===== config.mk =====
export PLATFORM = sky130hd
export DESIGN_NAME = tremolo_mc
export DESIGN_NICKNAME = d
export VERILOG_FILES = /design/src/rtl/tremolo_mc.sv
export SDC_FILE = /design/constraint.sdc
export NUM_CORES = 1
export LEC_CHECK = 0
export ABC_AREA = 1
export CORE_MARGIN = 2
export CORE_UTILIZATION = 48
export DETAILED_ROUTE_END_ITERATION = 7
export PLACE_DENSITY = 0.71
export RECOVER_POWER = 50
export SLEW_MARGIN = 20
export SYNTH_ARGS = -nofsm -noshare
export SYNTH_HDL_FRONTEND = slang
export SYNTH_SLANG_ARGS = --single-unit

===== constraint.sdc =====
create_clock -name clk -period 16.9 [get_ports clk]
set_input_delay 1.69 -clock clk [delete_from_list [all_inputs] [get_ports clk]]
set_output_delay 1.69 -clock clk [all_outputs]
set_load 0.02 [all_outputs]

===== src/rtl/tremolo_mc.sv =====
// Multi-channel fixed-point tremolo with its own phase-accumulator LFO and one shared multiplier.
// Define TREMOLO_STEREO_SPREAD_EN to give each channel its own LFO phase offset (phase + c*2^PHASE_WIDTH/CHANNELS).
module tremolo_mc #(
  parameter int DATA_WIDTH  = 16,
  parameter int CHANNELS    = 2,
  parameter int PHASE_WIDTH = 24
) (
  input  logic                           clk,
  input  logic                           rst,
  input  logic                           alpha_control_key,
  input  logic                           modfreq_control_key,
  input  logic                           wave_control_key,
  input  logic                           cs,
  input  logic                           my_turn,
  input  logic [CHANNELS*DATA_WIDTH-1:0] data_in,
  output logic                           done,
  output logic                           busy,
  output logic [CHANNELS*DATA_WIDTH-1:0] data_out
);

  localparam logic [1:0] S_IDLE = 2'd0;
  localparam logic [1:0] S_LFO  = 2'd1;
  localparam logic [1:0] S_MUL  = 2'd2;
  localparam logic [1:0] S_DONE = 2'd3;
  localparam int CW = (CHANNELS > 1) ? $clog2(CHANNELS) : 1;
  localparam int XW = DATA_WIDTH + 17;
  localparam logic signed [XW-1:0] Y_MAX = $signed({{(XW-DATA_WIDTH+1){1'b0}}, {(DATA_WIDTH-1){1'b1}}});
  localparam logic signed [XW-1:0] Y_MIN = $signed({{(XW-DATA_WIDTH+1){1'b1}}, {(DATA_WIDTH-1){1'b0}}});

  // Rounded phase increment for f Hz at a 48 kHz sample rate.
  function automatic logic [PHASE_WIDTH-1:0] rate_incr(input int unsigned f);
    logic [63:0] num;
    num = ({32'd0, f} << PHASE_WIDTH) + 64'd24000;
    return PHASE_WIDTH'(num / 64'd48000);
  endfunction

  localparam logic [15:0] ALPHA_LUT [8] = '{16'd0, 16'd6554, 16'd11469, 16'd16384,
                                            16'd21299, 16'd24576, 16'd27853, 16'd32767};
  localparam logic [PHASE_WIDTH-1:0] RATE_LUT [8] = '{rate_incr(32'd5), rate_incr(32'd7),
      rate_incr(32'd9), rate_incr(32'd11), rate_incr(32'd13), rate_incr(32'd15),
      rate_incr(32'd17), rate_incr(32'd20)};

  logic [1:0]                     state_r;
  logic [CW-1:0]                  ch_r;
  logic [PHASE_WIDTH-1:0]         phase_r;
  logic [PHASE_WIDTH-1:0]         incr_cur_r;
  logic [2:0]                     alpha_opt_r;
  logic [2:0]                     rate_opt_r;
  logic [1:0]                     wave_opt_r;
  logic [15:0]                    alpha_cur_r;
  logic [1:0]                     wave_cur_r;
  logic [CHANNELS*DATA_WIDTH-1:0] x_r;
  logic [CHANNELS*DATA_WIDTH-1:0] stage_r;
  logic [CHANNELS*DATA_WIDTH-1:0] data_out_r;
  logic signed [15:0]             m_r;
  logic                           done_r;
  logic                           busy_r;

  logic [PHASE_WIDTH-1:0]         ch_phase_s;
  logic [15:0]                    u_s;
  logic signed [18:0]             w_wide_s;
  logic signed [15:0]             w_s;
  logic signed [32:0]             am_s;
  logic signed [15:0]             m_next_s;
  logic signed [DATA_WIDTH-1:0]   x_s;
  logic signed [XW-1:0]           xm_s;
  logic signed [XW-1:0]           sum_s;
  logic [DATA_WIDTH-1:0]          y_s;

`ifdef TREMOLO_STEREO_SPREAD_EN
  localparam logic [PHASE_WIDTH-1:0] SPREAD_STEP = PHASE_WIDTH'((64'd1 << PHASE_WIDTH) / 64'(CHANNELS));
  assign ch_phase_s = phase_r + PHASE_WIDTH'(ch_r) * SPREAD_STEP;
`else
  assign ch_phase_s = phase_r;
`endif
  assign u_s = 16'(ch_phase_s >> (PHASE_WIDTH - 16));

  // LFO waveform generation from the top 16 phase bits.
  always_comb begin
    w_wide_s = 19'sd0;
    case (wave_cur_r)
      2'd0: begin
        if (u_s[15] == 1'b0) begin
          w_wide_s = $signed({2'b00, u_s, 1'b0}) - 19'sd32768;
        end else begin
          w_wide_s = 19'sd98303 - $signed({2'b00, u_s, 1'b0});
        end
      end
      2'd1: begin
        if (u_s[15] == 1'b0) begin
          w_wide_s = 19'sd32767;
        end else begin
          w_wide_s = -19'sd32768;
        end
      end
      2'd2:    w_wide_s = $signed({3'b000, u_s}) - 19'sd32768;
      default: w_wide_s = 19'sd0;
    endcase
  end

  assign w_s      = 16'(w_wide_s);
  assign am_s     = $signed({17'd0, alpha_cur_r}) * $signed({{17{w_s[15]}}, w_s});
  assign m_next_s = 16'(am_s >>> 15);
  assign x_s      = x_r[ch_r*DATA_WIDTH +: DATA_WIDTH];
  assign xm_s     = $signed({{17{x_s[DATA_WIDTH-1]}}, x_s}) * $signed({{(DATA_WIDTH+1){m_r[15]}}, m_r});
  assign sum_s    = (xm_s >>> 15) + $signed({{17{x_s[DATA_WIDTH-1]}}, x_s});

  // Saturate the modulated sample to the signed sample range.
  always_comb begin
    if (sum_s > Y_MAX) begin
      y_s = DATA_WIDTH'(Y_MAX);
    end else if (sum_s < Y_MIN) begin
      y_s = DATA_WIDTH'(Y_MIN);
    end else begin
      y_s = DATA_WIDTH'(sum_s);
    end
  end

  // Option keys are live in every state; accept snapshots them.
  always_ff @(posedge clk) begin
    if (rst) begin
      alpha_opt_r <= 3'd0;
      rate_opt_r  <= 3'd0;
      wave_opt_r  <= 2'd0;
    end else begin
      if (alpha_control_key)   alpha_opt_r <= alpha_opt_r + 3'd1;
      if (modfreq_control_key) rate_opt_r  <= rate_opt_r + 3'd1;
      if (wave_control_key)    wave_opt_r  <= (wave_opt_r >= 2'd2) ? 2'd0 : wave_opt_r + 2'd1;
    end
  end

  // Sample sequencer: accept, per-channel LFO/multiply, then publish and advance phase.
  always_ff @(posedge clk) begin
    if (rst) begin
      state_r     <= S_IDLE;
      ch_r        <= '0;
      phase_r     <= '0;
      incr_cur_r  <= '0;
      alpha_cur_r <= 16'd0;
      wave_cur_r  <= 2'd0;
      x_r         <= '0;
      stage_r     <= '0;
      data_out_r  <= '0;
      m_r         <= 16'sd0;
      done_r      <= 1'b0;
      busy_r      <= 1'b0;
    end else begin
      done_r <= 1'b0;
      case (state_r)
        S_IDLE: begin
          if (cs && my_turn && !busy_r) begin
            x_r         <= data_in;
            alpha_cur_r <= ALPHA_LUT[alpha_opt_r];
            wave_cur_r  <= wave_opt_r;
            incr_cur_r  <= RATE_LUT[rate_opt_r];
            ch_r        <= '0;
            busy_r      <= 1'b1;
            state_r     <= S_LFO;
          end else if (done_r) begin
            busy_r <= 1'b0;
          end
        end
        S_LFO: begin
          m_r     <= m_next_s;
          state_r <= S_MUL;
        end
        S_MUL: begin
          stage_r[ch_r*DATA_WIDTH +: DATA_WIDTH] <= y_s;
          if (ch_r == CW'(CHANNELS - 1)) begin
            state_r <= S_DONE;
          end else begin
            ch_r <= ch_r + CW'(1);
`ifdef TREMOLO_STEREO_SPREAD_EN
            state_r <= S_LFO;
`else
            state_r <= S_MUL;
`endif
          end
        end
        S_DONE: begin
          data_out_r <= stage_r;
          done_r     <= 1'b1;
          phase_r    <= phase_r + incr_cur_r;
          state_r    <= S_IDLE;
        end
        default: state_r <= S_IDLE;
      endcase
    end
  end

  assign done     = done_r;
  assign busy     = busy_r;
  assign data_out = data_out_r;

endmodule


==> impl_results.html <==
<table>
<tr><th>Metric</th><th>Value</th></tr>
<tr><th colspan="2">Routing</th></tr>
<tr><td>Iter 0 DRT Violations</td><td>between 1.5k and 2k</td></tr>
<tr><td>Remaining design rule violation count</td><td>0</td></tr>
<tr><td>Routed length per placed instance</td><td>approximately 17 µm</td></tr>
<tr><td>Detailed-route wire length</td><td>a little under 70,000 µm</td></tr>
<tr><td>Via count of the routed design</td><td>approximately 21k</td></tr>
<tr><td>Antenna Nets Post-Route</td><td>0</td></tr>
<tr><td>Pre-Repair DR Iteration Count</td><td>6</td></tr>
<tr><td>Post-detailed-route via-to-cell ratio</td><td>approximately 5.2</td></tr>
<tr><th colspan="2">Power</th></tr>
<tr><td>Internal Power</td><td>~0.0021 W</td></tr>
<tr><td>Reg power frac</td><td>a little under an eighth</td></tr>
<tr><td>Net Sw Power</td><td>roughly 0.0033 W</td></tr>
<tr><td>Clk network pwr share</td><td>~7.4%</td></tr>
<tr><td>Highest ir drop seen on vdd</td><td>approximately 0.00032 V</td></tr>
<tr><td>PD cells</td><td>between 150 and 200 nW/µm²</td></tr>
<tr><td>Proportion of power drawn by combinational gates</td><td>between 80% and 90%</td></tr>
<tr><td>Net Sw Frac</td><td>a little over 60%</td></tr>
<tr><td>Leak</td><td>14.3 nW</td></tr>
<tr><td>Overall power</td><td>~0.0054 W</td></tr>
<tr><th colspan="2">Synthesis</th></tr>
<tr><td>Yosys Warn Count</td><td>0</td></tr>
<tr><td>Net count of the mapped netlist</td><td>4,014</td></tr>
<tr><td>Async set-or-reset flop fraction in the synthesized netlist</td><td>0%</td></tr>
<tr><td>Mean instance size in the synthesized netlist</td><td>about 7.6 µm²</td></tr>
<tr><td>Cell variety after synth</td><td>50</td></tr>
<tr><td>Post-Synthesis Cell Area</td><td>roughly 25,000 µm²</td></tr>
<tr><td>Register bit count reported by yosys</td><td>171</td></tr>
<tr><td>Share of the synthesized area in the top cell type</td><td>32.7%</td></tr>
<tr><td>Biggest area contributors in the synthesized netlist</td><td>sky130_fd_sc_hd__fa_1 (33%), sky130_fd_sc_hd__dfxtp_1 (13%), sky130_fd_sc_hd__inv_1 (12%)</td></tr>
<tr><td>Number of synthesized flops with an enable pin</td><td>0</td></tr>
<tr><td>Cell type with the highest aggregate area in the netlist</td><td>sky130_fd_sc_hd__fa_1</td></tr>
<tr><td>Sequential element share of the synthesized area</td><td>13.5%</td></tr>
<tr><td>Most used DFF post-synth</td><td>sky130_fd_sc_hd__dfxtp_1</td></tr>
<tr><td>Cells after Synth</td><td>3,327</td></tr>
<tr><th colspan="2">CTS</th></tr>
<tr><td>H-tree depth</td><td>4</td></tr>
<tr><td>Post-CTS sizing</td><td>0</td></tr>
<tr><td>Cell at the root of the clock tree</td><td>sky130_fd_sc_hd__clkbuf_16</td></tr>
<tr><td>Clock tree buffer depth</td><td>2</td></tr>
<tr><td>Clock latency on the worst-skew pair</td><td>between 0.4 and 0.5 ns</td></tr>
<tr><td>Clock tree from TritonCTS</td><td>built</td></tr>
<tr><td>Number of clock buffers inserted by TritonCTS</td><td>17</td></tr>
<tr><td>Clock-pin slew reported for the worst setup and hold paths after clock tree synthesis</td><td>0.07 ns</td></tr>
<tr><td>CTS sink count</td><td>between 150 and 200</td></tr>
<tr><td>Post-CTS setup buffers</td><td>0</td></tr>
<tr><td>Count of hold-fix buffers inserted at cts</td><td>0</td></tr>
<tr><th colspan="2">Floorplan</th></tr>
<tr><td>Height of the die</td><td>234 µm</td></tr>
<tr><td>Die area</td><td>between 50,000 and 60,000 µm²</td></tr>
<tr><td>Initial Util</td><td>roughly 48%</td></tr>
<tr><td>I/O pin cnt</td><td>73</td></tr>
<tr><td>Core Area</td><td>roughly 52,000 µm²</td></tr>
<tr><td>Row count</td><td>between 80 and 90</td></tr>
<tr><td>Die width</td><td>around 230 µm</td></tr>
<tr><th colspan="2">Job</th></tr>
<tr><td>Number of maximum-capacitance violations</td><td>4</td></tr>
<tr><th colspan="2">Timing</th></tr>
<tr><td>Setup TNS</td><td>0 ns</td></tr>
<tr><td>Maximum clock skew at final layout</td><td>approximately 0.022 ns</td></tr>
<tr><td>Final worst-path cycle share</td><td>between 50 and 60%</td></tr>
<tr><td>Maximum achievable frequency</td><td>around 100 MHz</td></tr>
<tr><td>Transition time at the pin with the least slew margin</td><td>between 3 and 4 ns</td></tr>
<tr><td>Minimum hold slack</td><td>between 0.4 and 0.5 ns</td></tr>
<tr><td>Count of endpoints failing hold in the final timing report</td><td>0</td></tr>
<tr><td>Unrepaired setup endpoints after global routing</td><td>no</td></tr>
<tr><td>Worst slew margin</td><td>-145%</td></tr>
<tr><td>Final period demand of the worst path</td><td>9.78 ns</td></tr>
<tr><td>Final setup violation count</td><td>0</td></tr>
<tr><td>Final Max Slew Viols</td><td>around 270</td></tr>
<tr><th colspan="2">Cells and area</th></tr>
<tr><td>Signed area change from the synthesized netlist to the final layout</td><td>7.50%</td></tr>
<tr><td>Nets</td><td>about 4.0k</td></tr>
<tr><td>Cell area after layout</td><td>approximately 27,000 µm²</td></tr>
<tr><td>Number of antenna cells inserted</td><td>0</td></tr>
<tr><td>Fill cell total of the finished layout</td><td>~5.0k</td></tr>
<tr><td>Share of cells above drive strength 1</td><td>under 10%</td></tr>
<tr><th colspan="2">Placement</th></tr>
<tr><td>Routability Congestion</td><td>just under 1</td></tr>
<tr><td>DP HPWL</td><td>56,200 µm</td></tr>
<tr><td>Number of buffer cells added on primary ports</td><td>72</td></tr>
<tr><td>Cell area after placement</td><td>about 27,000 µm²</td></tr>
<tr><th colspan="2">Critical path</th></tr>
<tr><td>Category of the worst setup path capture point</td><td>flop</td></tr>
<tr><td>Arrival time reported for the critical path endpoint</td><td>a little over 10 ns</td></tr>
<tr><td>Slowest stage cell, crit path</td><td>sky130_fd_sc_hd__dfxtp_1</td></tr>
<tr><td>Critical path class</td><td>reg2reg</td></tr>
<tr><td>Most common cell type on the critical path</td><td>sky130_fd_sc_hd__nand2_1</td></tr>
<tr><td>Crit path required time</td><td>~17 ns</td></tr>
<tr><td>Critical-path maximum fanout</td><td>27</td></tr>
<tr><td>Slowest cell delay on critical path</td><td>slightly below 1 ns</td></tr>
<tr><td>Setup crit start kind</td><td>flop</td></tr>
<tr><th colspan="2">Global route</th></tr>
<tr><td>Initial antenna violation count</td><td>0</td></tr>
<tr><td>Number of global-route vias before repair</td><td>roughly 22k</td></tr>
<tr><td>Maximum number of pins on one net before global-route repair</td><td>91</td></tr>
<tr><td>First-pass GRT wire length</td><td>113,000 µm</td></tr>
<tr><td>Overall track demand over capacity in global routing</td><td>approximately a quarter</td></tr>
<tr><td>Overflow after GRT</td><td>0</td></tr>
<tr><th colspan="2">Outcome</th></tr>
<tr><td>Status</td><td>finished, violations left</td></tr>
<tr><td>Violated checks</td><td>max-capacitance violations, max-slew violations</td></tr>
<tr><th colspan="2">Min path</th></tr>
<tr><td>Worst Hold Class</td><td>reg2reg</td></tr>
</table>
## layout make-up
| type | instances | area [µm²] | area share (%) |
|---|---|---|---|
| multi-input combinational | 2253 | 18500 | 67.9 |
| sequential | 171 | 3420 | 12.6 |
| inverter | 813 | 3050 | 11.2 |
| tap | 688 | 861 | 3.16 |
| timing repair buffer | 88 | 820 | 3.01 |
| clock buffer | 17 | 425 | 1.56 |
| clock inverter | 15 | 170 | 0.624 |
## worst max-delay path, delay by kind of cell (launching register included)
kind / cells / cell delay, ns
fa+ha+maj: 8 / 3.84
simple gates: 13 / 2.03
compound gates: 5 / 1.44
buf+inv: 6 / 1.07
flops: 1 / 0.99
xor+xnor: 1 / 0.30
## final timing paths
kind / from / endpoint / slack [ns] / cells after the start
setup reg to reg: ch_r$_SDFFE_PP0P_ / stage_r[12]$_SDFFE_PP0P_ / 7.12 / 33
hold reg to reg: x_r[21]$_SDFFE_PP0P_ / x_r[21]$_SDFFE_PP0P_ / 0.46 / 2
hold / removal: x_r[21]$_SDFFE_PP0P_ / x_r[21]$_SDFFE_PP0P_ / 0.46 / 2
setup / recovery: ch_r$_SDFFE_PP0P_ / stage_r[12]$_SDFFE_PP0P_ / 7.12 / 33
## metal layers
layer  global-route usage (%)  routed length (µm)  vias up
met5                        0                   0        -
met4                     11.6                3490        0
met3                     4.83                5790      175
met2                     42.0               30500      885
met1                     35.5               29100    10091
li1                         -                   -    10038
## cell usage after synthesis, types with 2 or more instances
cell and number:
sky130_fd_sc_hd__a211oi_1 9, sky130_fd_sc_hd__a21boi_0 2, sky130_fd_sc_hd__a21o_1 11, sky130_fd_sc_hd__a21oi_1 206, sky130_fd_sc_hd__a31oi_1 15, sky130_fd_sc_hd__buf_1 7, sky130_fd_sc_hd__buf_2 6, sky130_fd_sc_hd__buf_6 2
sky130_fd_sc_hd__clkbuf_1 72, sky130_fd_sc_hd__clkinv_1 14, sky130_fd_sc_hd__dfxtp_1 171, sky130_fd_sc_hd__fa_1 414, sky130_fd_sc_hd__ha_1 234, sky130_fd_sc_hd__inv_1 796, sky130_fd_sc_hd__inv_2 3, sky130_fd_sc_hd__nand2_1 538
sky130_fd_sc_hd__nand2_2 4, sky130_fd_sc_hd__nand3_1 91, sky130_fd_sc_hd__nand3_2 2, sky130_fd_sc_hd__nand3b_1 3, sky130_fd_sc_hd__nand4_1 8, sky130_fd_sc_hd__nor2_1 435, sky130_fd_sc_hd__nor3_1 23, sky130_fd_sc_hd__nor4_1 5
sky130_fd_sc_hd__o211ai_1 7, sky130_fd_sc_hd__o21a_1 4, sky130_fd_sc_hd__o21ai_0 143, sky130_fd_sc_hd__o21ai_1 8, sky130_fd_sc_hd__o21ai_2 6, sky130_fd_sc_hd__o21bai_1 11, sky130_fd_sc_hd__o221a_2 2, sky130_fd_sc_hd__or2_2 4
sky130_fd_sc_hd__xnor2_1 23, sky130_fd_sc_hd__xor2_1 32
## sequential cells by signal, summed over array words and instances (netlist names), 3 cells and up
register,count
alpha_cur_r,7
alpha_opt_r,3
ch_phase_s,24
data_out,32
incr_cur_r,13
m_r,16
rate_opt_r,3
stage_r,32
x_r,32
## cells in the final DEF (no fill, tap or decap), drive strengths merged
cell type,instances
o211ai,7
ha,234
xnor2,23
dfxtp,171
o21bai,11
a211oi,10
o21ai,158
nand4,8
clkinv,22
nand3b,3
o221a,2
xor2,32
a31oi,15
buf,12
dlygate4sd3,29
o31ai,2
clkdlybuf4s50,42
fa,414
a21boi,2
a21oi,206
nor2,437
and3,1
nor3b,1
nor3,23
inv,806
o22ai,1
a221oi,1
and2,1
nand3,94
a31o,1
a21o,11
o21a,4
clkbuf,22
nor4,5
or2,4
nand2,542
## logic make-up (layout without fill, tap and decap cells)
family	Yosys count	in the layout	share of synthesized area [%]
compound gates	431	431	9.30
simple gates	1119	1119	17.6
flops	171	171	13.5
buf+inv	903	933	13.5
xor+xnor	55	55	1.90
fa+ha+maj	648	648	44.2
## power groups by stage
| stage | Clock (W) | Sequential (W) | Combinational (W) |
|---|---|---|---|
| 5_1_grt | 0.000419 | 0.000615 | 0.00493 |
| 3_5_place_dp | 0 | 0.000609 | 0.00431 |
| 4_1_cts | 0.000401 | 0.000601 | 0.00435 |
| 6_report | 0.000397 | 0.000609 | 0.00438 |
| 3_3_place_gp | 0 | 0.000610 | 0.00430 |
| 2_1_floorplan | 0 | 0.000558 | 0.00315 |
## per-stage QoR
stage	cells	utilization, %	worst slack (ns)
final	4045	52.0	7.12
after global routing	4045	52.0	6.55
after CTS	4045	52.0	7.31
after detailed placement	4013	50.9	7.38
after global placement	4013	50.9	7.32
after floorplan	3327	-	9.27
Note: power is estimated with default switching activity, not from simulation.
